### src/rtl/panel_cursor_pkg.sv
// ---------------------------------------------------------------------------
// panel_cursor_pkg
// Shared definitions for the front-panel cursor controller:
//   - PS/2 set-2 make codes for the arrow keys and the 0/1/2 digit keys
//   - cursor action encoding driven onto the switch/LED panel
//   - momentary-hold FSM state encoding
//   - clog2_min1: $clog2 that never returns 0, so one-entry dimensions
//     still get a legal one-bit register
// ---------------------------------------------------------------------------
package panel_cursor_pkg;

   localparam logic [7:0] KEY_UP = 8'h75;
   localparam logic [7:0] KEY_DN = 8'h72;
   localparam logic [7:0] KEY_LT = 8'h6B;
   localparam logic [7:0] KEY_RT = 8'h74;
   localparam logic [7:0] KEY_0  = 8'h45;
   localparam logic [7:0] KEY_1  = 8'h16;
   localparam logic [7:0] KEY_2  = 8'h1E;

   typedef enum logic [1:0] {
      ACT_OFF  = 2'd0,
      ACT_ON   = 2'd1,
      ACT_ALT  = 2'd2,
      ACT_MOVE = 2'd3
   } action_e;

   typedef enum logic [1:0] {
      IDLE     = 2'd0,
      HELD     = 2'd1,
      REL_WAIT = 2'd2
   } state_e;

   function automatic int clog2_min1(input int value);
      return (value <= 2) ? 1 : $clog2(value);
   endfunction

endpackage

### src/rtl/ps2_key_event.sv
// ---------------------------------------------------------------------------
// ps2_key_event
// Registers the hps_io ps2_key bus once and turns the toggle bit into a
// one-cycle event pulse.
// Ports:
//   clk       in   system clock
//   reset     in   asynchronous active-high reset
//   ps2_key   in   [7:0] scancode, [8] extended, [9] make, [10] toggle
//   key_evt   out  one-cycle pulse, one per ps2_key[10] transition
//   key_make  out  1 = make, 0 = break (valid with key_evt)
//   key_code  out  scancode (valid with key_evt)
// The extended flag is deliberately dropped: E0-prefixed arrows behave the
// same as the keypad arrows.
// ---------------------------------------------------------------------------
module ps2_key_event (
   input  logic        clk,
   input  logic        reset,
   input  logic [10:0] ps2_key,
   output logic        key_evt,
   output logic        key_make,
   output logic [7:0]  key_code
);

   logic       toggle_reg;
   logic       toggle_prev;
   logic       make_reg;
   logic [7:0] code_reg;
   logic       unused_ext;

   assign unused_ext = ps2_key[8];

   // Single input register stage; toggle_prev trails it by one clock so a
   // difference between the two marks exactly one new key event.
   always_ff @(posedge clk or posedge reset) begin
      if (reset) begin
         toggle_reg  <= 1'b0;
         toggle_prev <= 1'b0;
         make_reg    <= 1'b0;
         code_reg    <= 8'h00;
      end else begin
         toggle_reg  <= ps2_key[10];
         toggle_prev <= toggle_reg;
         make_reg    <= ps2_key[9];
         code_reg    <= ps2_key[7:0];
      end
   end

   assign key_evt  = toggle_reg ^ toggle_prev;
   assign key_make = make_reg;
   assign key_code = code_reg;

endmodule

### src/rtl/panel_cursor_ctrl.sv
// ---------------------------------------------------------------------------
// panel_cursor_ctrl
// Keyboard-driven cursor over a COLS x ROWS front-panel switch grid. Arrow
// keys move the cursor, the 0/1/2 keys drive the switch under it. Switches
// flagged in MOMENTARY_MASK turn themselves off when the key is released,
// but only after being on for at least MIN_HOLD_CYCLES clocks.
// Ports:
//   clk            in   system clock
//   reset          in   asynchronous active-high reset
//   ps2_key        in   hps_io ps2_key bus (11 bits)
//   cursor_index   out  row*COLS+col
//   cursor_action  out  0=off 1=on 2=alt/down 3=moved
//   cursor_strobe  out  one-cycle pulse when index or action changes
//   cursor_busy    out  high while a momentary hold is in progress
// Build option:
//   CURSOR_WRAP_EN  defined   -> cursor wraps around the grid edges
//                   undefined -> cursor saturates at the grid edges
// ---------------------------------------------------------------------------
module panel_cursor_ctrl
   import panel_cursor_pkg::*;
#(
   parameter int                    COLS            = 16,
   parameter int                    ROWS            = 2,
   parameter logic [COLS*ROWS-1:0]  MOMENTARY_MASK  = 32'hFE7C0000,
   parameter int                    MIN_HOLD_CYCLES = 16,
   localparam int                   IDX_W           = clog2_min1(COLS*ROWS)
) (
   input  logic             clk,
   input  logic             reset,
   input  logic [10:0]      ps2_key,
   output logic [IDX_W-1:0] cursor_index,
   output logic [1:0]       cursor_action,
   output logic             cursor_strobe,
   output logic             cursor_busy
);

   localparam int COL_W  = clog2_min1(COLS);
   localparam int ROW_W  = clog2_min1(ROWS);
   localparam int HOLD_W = clog2_min1(MIN_HOLD_CYCLES + 1);

   localparam logic [COL_W-1:0]  COL_MAX  = COL_W'(COLS - 1);
   localparam logic [ROW_W-1:0]  ROW_MAX  = ROW_W'(ROWS - 1);
   localparam logic [HOLD_W-1:0] HOLD_MAX = HOLD_W'(MIN_HOLD_CYCLES);

   logic             key_evt;
   logic             key_make;
   logic [7:0]       key_code;

   logic [COL_W-1:0]  col_q, col_d;
   logic [ROW_W-1:0]  row_q, row_d;
   action_e           action_q, action_d;
   state_e            state_q, state_d;
   logic [HOLD_W-1:0] hold_q, hold_d;
   logic [7:0]        held_code_q, held_code_d;
   logic              strobe_q, strobe_d;

   logic [COL_W-1:0]  col_minus, col_plus;
   logic [ROW_W-1:0]  row_minus, row_plus;
   logic [HOLD_W-1:0] hold_inc;
   logic              hold_done;
   logic [IDX_W-1:0]  cur_index, next_index;

   ps2_key_event u_key_event (
      .clk      (clk),
      .reset    (reset),
      .ps2_key  (ps2_key),
      .key_evt  (key_evt),
      .key_make (key_make),
      .key_code (key_code)
   );

   // Neighbour coordinates for the four arrow keys. Comparing against the
   // last legal column/row (rather than relying on counter roll-over) keeps
   // non-power-of-two grids from ever producing an out-of-range coordinate.
   always_comb begin
`ifdef CURSOR_WRAP_EN
      col_minus = (col_q == '0)      ? COL_MAX : col_q - COL_W'(1);
      col_plus  = (col_q >= COL_MAX) ? '0      : col_q + COL_W'(1);
      row_minus = (row_q == '0)      ? ROW_MAX : row_q - ROW_W'(1);
      row_plus  = (row_q >= ROW_MAX) ? '0      : row_q + ROW_W'(1);
`else
      col_minus = (col_q == '0)      ? '0      : col_q - COL_W'(1);
      col_plus  = (col_q >= COL_MAX) ? COL_MAX : col_q + COL_W'(1);
      row_minus = (row_q == '0)      ? '0      : row_q - ROW_W'(1);
      row_plus  = (row_q >= ROW_MAX) ? ROW_MAX : row_q + ROW_W'(1);
`endif
   end

   // hold_inc is the hold count as it will be after this clock. Judging the
   // release against it means a switch is on for exactly MIN_HOLD_CYCLES
   // clocks when the key comes up early, counted from the make update.
   always_comb begin
      hold_inc  = (hold_q >= HOLD_MAX) ? HOLD_MAX : hold_q + HOLD_W'(1);
      hold_done = (hold_inc >= HOLD_MAX);
      cur_index = IDX_W'(row_q) * IDX_W'(COLS) + IDX_W'(col_q);
   end

   // Next-state logic. In IDLE every recognised make is acted on; a 1/2 on
   // a momentary switch additionally locks the cursor in HELD until the same
   // key is released (or 0 is pressed). REL_WAIT only waits out the minimum
   // hold, swallowing any key traffic, including one arriving on the expiry
   // clock itself.
   always_comb begin
      col_d       = col_q;
      row_d       = row_q;
      action_d    = action_q;
      state_d     = state_q;
      hold_d      = hold_q;
      held_code_d = held_code_q;

      unique case (state_q)
         IDLE: begin
            hold_d = '0;
            if (key_evt && key_make) begin
               case (key_code)
                  KEY_UP: begin
                     row_d    = row_minus;
                     action_d = ACT_MOVE;
                  end
                  KEY_DN: begin
                     row_d    = row_plus;
                     action_d = ACT_MOVE;
                  end
                  KEY_LT: begin
                     col_d    = col_minus;
                     action_d = ACT_MOVE;
                  end
                  KEY_RT: begin
                     col_d    = col_plus;
                     action_d = ACT_MOVE;
                  end
                  KEY_0: begin
                     action_d = ACT_OFF;
                  end
                  KEY_1, KEY_2: begin
                     action_d = (key_code == KEY_1) ? ACT_ON : ACT_ALT;
                     if (MOMENTARY_MASK[cur_index]) begin
                        state_d     = HELD;
                        held_code_d = key_code;
                        hold_d      = '0;
                     end
                  end
                  default: ;
               endcase
            end
         end

         HELD: begin
            hold_d = hold_inc;
            if (key_evt) begin
               if (key_make && key_code == KEY_0) begin
                  action_d = ACT_OFF;
                  state_d  = IDLE;
               end else if (!key_make && key_code == held_code_q) begin
                  if (hold_done) begin
                     action_d = ACT_OFF;
                     state_d  = IDLE;
                  end else begin
                     state_d = REL_WAIT;
                  end
               end
            end
         end

         REL_WAIT: begin
            hold_d = hold_inc;
            if (hold_done) begin
               action_d = ACT_OFF;
               state_d  = IDLE;
            end
         end

         default: begin
            state_d = IDLE;
         end
      endcase

      next_index = IDX_W'(row_d) * IDX_W'(COLS) + IDX_W'(col_d);
      strobe_d   = (next_index != cur_index) || (action_d != action_q);
   end

   // State and output registers. The strobe is registered alongside the
   // action/position so it lands in the same cycle the new values appear.
   always_ff @(posedge clk or posedge reset) begin
      if (reset) begin
         col_q       <= '0;
         row_q       <= '0;
         action_q    <= ACT_OFF;
         state_q     <= IDLE;
         hold_q      <= '0;
         held_code_q <= 8'h00;
         strobe_q    <= 1'b0;
      end else begin
         col_q       <= col_d;
         row_q       <= row_d;
         action_q    <= action_d;
         state_q     <= state_d;
         hold_q      <= hold_d;
         held_code_q <= held_code_d;
         strobe_q    <= strobe_d;
      end
   end

   assign cursor_index  = cur_index;
   assign cursor_action = action_q;
   assign cursor_strobe = strobe_q;
   assign cursor_busy   = (state_q != IDLE);

endmodule
### config.mk
export PLATFORM = sky130hd
export DESIGN_NAME = panel_cursor_ctrl
export DESIGN_NICKNAME = d
export VERILOG_FILES = /design/src/rtl/panel_cursor_pkg.sv /design/src/rtl/ps2_key_event.sv /design/src/rtl/panel_cursor_ctrl.sv
export SDC_FILE = /design/constraint.sdc
export NUM_CORES = 1
export LEC_CHECK = 0
export ABC_CLOCK_PERIOD_IN_PS = 3500
export CAP_MARGIN = 20
export CORE_MARGIN = 4
export CORE_UTILIZATION = 30
export DETAILED_ROUTE_END_ITERATION = 10
export GPL_TIMING_DRIVEN = 0
export PLACE_DENSITY = 0.59
export SETUP_SLACK_MARGIN = 0.1
export SYNTH_ARGS = -nofsm -noshare
export SYNTH_HDL_FRONTEND = slang
export SYNTH_HIERARCHICAL = 1
export SYNTH_SLANG_ARGS = --single-unit
export TNS_END_PERCENT = 100
### constraint.sdc
create_clock -name clk -period 3.5 [get_ports clk]
set_input_delay 0.875 -clock clk [delete_from_list [all_inputs] [get_ports clk]]
set_output_delay 0.875 -clock clk [all_outputs]
set_load 0.02 [all_outputs]
==> flow_summary.ini, run 1 <==
[clock_network]
cts_tree = built
clk_path_buf_depth = 2
path_clk_slew_ps = 70
cts-hold-fix-buffers = 0
cts.sinks = 34
clockRootBuffer = clkbuf_8
clk_latency_ps = 280
ctsResizeCount = 0
numCtsBuffers = 5
cts_setup_buffers = 0
htree_num_levels = 2

[route]
ant_nets = 0
first_pass_iters = 4
vias = 1577
drt_iter0_markers = 98
drcViolationCount = 0
via_per_inst = 5.054
wire_per_inst_um = 13.26
routed_wirelength_um = 4137

[global_routing]
grt_pass1_vias = 1552
antenna_found_initial = 0
grt_max_degree = 24
grt_remaining_overflow = 0
grt_pass1_wl_um = 7155
track_usage_pct = 11.77

[critical_path]
slowest_stage = o32a_1
crit_chain = nor4bb_1 -> nand4_1 -> o32a_1 -> xnor2_1 -> o31a_1 -> or4_1
crit_arrival_ps = 2940
crit_family = simple AND/OR/NAND/NOR gates
max_stage_delay_ps = 520
worst_setup_path_end_kind = flop
regToRegSetupSlack_ps = 720
r2r_cells = 6
crit_fanout = 10
worst_ep_required_time_ps = 3660
worstPathBufferInverterCount = 0
path_class = reg -> reg
critPathLaunchType = flop
cp.depth = 6

[worst_hold_path]
holdPathStages = 0
hold_class = reg -> reg

[timing]
tightestPinTransition_ps = 923.6
finalSetupViolations = 0
tns_ps = 0
rsz0062_at_grt = false
hold_violations = 0
report.final.slew_viol_count = 0
fin_crit_sh_pct = 79.51
finClkSkew_ps = 10.16
fmax_ghz = 0.3594
finalWorstSetupSlack_ps = 717.2
max_slew_margin_pct = 38.36
layout_min_cycle_time_ps = 2783

[placed_design]
place_ws_ps = 732.3
gp_congestion = 0.8149
io_buffers = 20
hpwl_um = 3100

[die]
start_util_pct = 31.05
row_count = 29
die_w_um = 89.08
core-area_um2 = 6350
fp.dieH_um = 89.08
num_io_pins = 22
die-area_um2 = 7934

[yosys]
ys_seq_elements = 34
avgSynthCellArea_um2 = 9.435
synth_ff_type = dfrtp_1
synth_top_area_cell = dfrtp_1
synth_cell_types = 50
seq_area_frac_synth_pct = 43.15
synth-edff-count = 0
async_reset_ff_share_pct = 100.0
synth_area_leaders = dfrtp_1 43%, ha_1 5.7%, o21ai_0 4.1%
syn_nets = 231
yosysTopAreaCellShare_pct = 43.15
yosysWarnings = 6
synthCells = 209
syn_area_um2 = 1972

[layout]
antennaDiodeCount = 0
multiInputGateArea_um2 = 1026
fillers = 632
final_common_cell = dfrtp_1
final_net_count = 258
final_layout_size_suffix_gt1_share_pct = 7.660
syn2layout_area_growth_pct = 19.23
seq_area_um2 = 850.8
final_cell_mix = 34 x dfrtp_1, 20 x clkdlybuf4s50_1, 16 x o21ai_0

[run_status]
status = completed

[run]
drv_cap = 0

[power_and_ir_drop]
leakagePower_uw = 0.001017
power.density_nw_per_um2 = 359.5
ir_drop_mv = 0.2276
==> kinds of logic (layout without fill, tap and decap cells) <==
logic type               Yosys count  after routing  share of synthesized area [%]
adder cells (fa/ha/maj)            9              9                          5.711
multiplexers                       1              1                         0.5076
AND/OR/NAND/NOR                   82             82                          23.73
flip-flops                        34             34                          43.15
buffers and inverters             22             48                          4.822
XOR/XNOR                          11             11                          4.886
AO/OA/AOI/OAI                     50             50                          17.20
==> report_power, final <==
part | internal, µW | switching [µW]
Clock | 152 | 131
Sequential | 411 | 22.3
Combinational | 61.2 | 68.4
Total | 624 | 222
==> per-layer routing <==
layer,global-route usage [%],routed length (µm),up-vias
met4,5.277,113,0
li1,-,-,789
met5,0,0,-
met1,15.68,1975,731
met3,2.857,276,10
met2,18.15,1771,47
==> per-stage QoR <==
step | power, µW | utilization, % | instance area, µm² | instances | hold slack [ps]
final | 845.1 | 37.02 | 2351 | 312 | 406.7
after global placement | 570.0 | 35.72 | 2268 | 306 | 381.8
after detailed placement | 571.7 | 35.72 | 2268 | 306 | 401.1
after floorplan | 516.9 | - | 1972 | 209 | 371.5
after CTS | 862.2 | 37.02 | 2351 | 312 | 416.2
after global routing | 893.2 | 37.02 | 2351 | 312 | 418.9
==> cell type report <==
cell class,instances,share of cell area [%]
multi-input combinational,153,43.64
sequential,34,36.19
timing repair buffer,20,8.515
tap,77,4.098
clock buffer,6,3.513
inverter,14,2.235
buffer,8,1.809
==> worst reg2reg max path: stages, from the launching register on <==
cell and delay (ps):
dfrtp_1 470, nor4bb_1 480, nand4_1 430, o32a_1 520, xnor2_1 140, o31a_1 240
or4_1 390
==> worst paths after layout <==
check | end | from
min reg2reg | u_key_event/toggle_prev | u_key_event/toggle_reg
max reg2reg | cursor_strobe | u_key_event/key_code[0]
max in group asynchronous | held_code_q[6] | reset
min in group asynchronous | u_key_event/toggle_prev | reset
max | cursor_strobe | u_key_event/key_code[0]
min | u_key_event/toggle_prev | u_key_event/toggle_reg
==> synthesized netlist by cell type, types with 3 or more instances <==
cell      count
a21oi_1       8
a31oi_1       4
and2_1        4
clkbuf_1      5
dfrtp_1      34
ha_1          9
inv_1        14
nand2_1      15
nand2b_1     10
nand3_1       6
nand4_1       3
nor2_1       15
nor3_1        4
o21ai_0      16
o22a_1        4
or3b_2        3
xor2_1        9
No activity file was read; power rests on OpenSTA's default activity.
==> inputs of run 2 (changes only) <==
--- a/config.mk
+++ b/config.mk
@@ -5,7 +5,7 @@
 export SDC_FILE = /design/constraint.sdc
 export NUM_CORES = 1
 export LEC_CHECK = 0
-export ABC_CLOCK_PERIOD_IN_PS = 3500
+export ABC_CLOCK_PERIOD_IN_PS = 2600
 export CAP_MARGIN = 20
 export CORE_MARGIN = 4
 export CORE_UTILIZATION = 30
==> constraint.sdc (replaced) <==
create_clock -name clk -period 2.6 [get_ports clk]
set_input_delay 0.65 -clock clk [delete_from_list [all_inputs] [get_ports clk]]
set_output_delay 0.65 -clock clk [all_outputs]
set_load 0.02 [all_outputs]
==> flow_summary.ini, run 2 (same netlist as run 1, synthesis figures left out) <==
[die]
core-area_um2 = 6350
start_util_pct = 31.05
die-area_um2 = 7934
num_io_pins = 22
row_count = 29
die_w_um = 89.08
fp.dieH_um = 89.08

[clock_network]
path_clk_slew_ps = 70
clk_path_buf_depth = 2
htree_num_levels = 2
numCtsBuffers = 5
clockRootBuffer = clkbuf_8
cts-hold-fix-buffers = 0
cts_tree = built
clk_latency_ps = 290
cts.sinks = 34

[critical_path]
max_stage_delay_ps = 410
path_class = reg -> reg
critPathLaunchType = flop
worst_ep_required_time_ps = 2750
worst_setup_path_end_kind = flop
crit_fanout = 7
crit_start = u_key_event/key_code[3]
slowest_stage = or3b_4
crit_chain = buf_6 -> nor4b_4 -> or3b_4 -> buf_6 -> o32a_1 -> xnor2_1 -> o31a_1 -> or4_1
crit_top_cell = buf_6
crit_arrival_ps = 2750
r2r_start = u_key_event/key_code[3]

[timing]
layout_min_cycle_time_ps = 2597
hold-worst-slack_ps = 397.8
tightestPinTransition_ps = 614.9
finalSetupViolations = 0
fmax_ghz = 0.3851
max_slew_margin_pct = 59.00
hold_violations = 0
fin_crit_sh_pct = 99.88
finClkSkew_ps = 7.110
rsz0062_at_grt = true
report.final.slew_viol_count = 0

[global_routing]
grt_pass1_wl_um = 7210
grt_max_degree = 24
antenna_found_initial = 0
grtUsageMet2_pct = 19.43
use_met3_pct = 3.134
grt_pass1_vias = 1565
grt_util_met1_pct = 15.09
track_usage_pct = 11.88
grt_remaining_overflow = 0
busiest_layer = met2

[route]
drcViolationCount = 0
via_per_inst = 5.009
ant_nets = 0
wire_per_inst_um = 13.39
vias = 1593
first_pass_iters = 4
drt_iter0_markers = 78
routed_wirelength_um = 4258

[layout]
final_cell_mix = 33 x dfrtp_1, 19 x clkdlybuf4s50_1, 16 x o21ai_0
multiInputGateArea_um2 = 1052
fillers = 632
final_layout_size_suffix_gt1_share_pct = 10.79
layout.cells.non_filler = 318
seq_area_um2 = 852.1
final_common_cell = dfrtp_1
final_net_count = 263
syn2layout_area_growth_pct = 23.03
antennaDiodeCount = 0

[power_and_ir_drop]
power.density_nw_per_um2 = 468.6
ir_drop_mv = 0.2090
leakagePower_uw = 0.001059

[worst_hold_path]
hold_class = reg -> reg
min_from = u_key_event/toggle_reg

[placed_design]
io_buffers = 20
dp_cells = 306
gp_congestion = 0.8098
hpwl_um = 3179

[run]
drv_cap = 0

[run_status]
status = completed
## run 2: changes by cell type in the layout (fill, tap and decap cells not counted), sizes merged
cell           previous run  this run
clkinvlp                  0         1
clkdlybuf4s50            20        19
buf                       3         8
dlygate4sd2               0         1
## run 2: worst paths after layout
check                                          endpoint  slack (ps)  depth (start not counted)
worst max-delay path                      cursor_strobe           3                          8
max in group asynchronous                held_code_q[2]        1420                          3
min in group asynchronous          u_key_event/key_make         690                          2
worst max register to register            cursor_strobe           3                          8
worst min register to register  u_key_event/toggle_prev         400                          0
worst min-delay path            u_key_event/toggle_prev         400                          0
## run 2: final cells by class
type                            count  area share (%)
Timing Repair Buffer               25           10.06
Inverter                           14           2.166
Buffer                              8           2.011
Tap cell                           77           3.971
Clock inverter                      1          0.3094
Sequential cell                    34           35.12
Multi-Input combinational cell    153           43.37
Clock buffer                        6           2.991
## run 2: power breakdown
| group | total [µW] | switching, µW | internal (µW) |
|---|---|---|---|
| logic | 183 | 94.9 | 87.7 |
| registers | 584 | 31.0 | 553 |
| clock network | 370 | 187 | 183 |
| total | 1140 | 313 | 824 |
## run 2: metal layers
layer / share of wire, % / wire length, µm
met4: 1.7 / 74
met1: 48 / 2049
met3: 5.0 / 215
met5: 0 / 0
met2: 45 / 1920
## run 2: through the flow
step | worst slack (ps) | setup TNS [ps] | instance area (µm²) | utilization (%) | total power [µW]
2_1_floorplan | 147.6 | 0 | 1972 | - | 695.8
3_3_place_gp | -162.1 | -162.1 | 2268 | 35.72 | 768.0
3_5_place_dp | -159.1 | -159.1 | 2268 | 35.72 | 769.3
4_1_cts | 19.09 | 0 | 2386 | 37.58 | 1152
5_1_grt | -87.92 | -87.92 | 2426 | 38.21 | 1200
6_report | 3.242 | 0 | 2426 | 38.21 | 1137
## run 2: what timing repair did
action | CTS | global route
gates resized for setup | 4 | 5
gates cloned | 0 | 0
buffers inserted | 3 | 1
setup endpoints to repair | 2 | 1
pin swaps | 1 | 6
## run 2: worst max-delay path: cells and delay by family, from the launching register on
family	cells	cell delay, ps
AO/OA/AOI/OAI	2	600
XOR/XNOR	1	140
buffers and inverters	2	270
flip-flops	1	370
AND/OR/NAND/NOR	3	1090
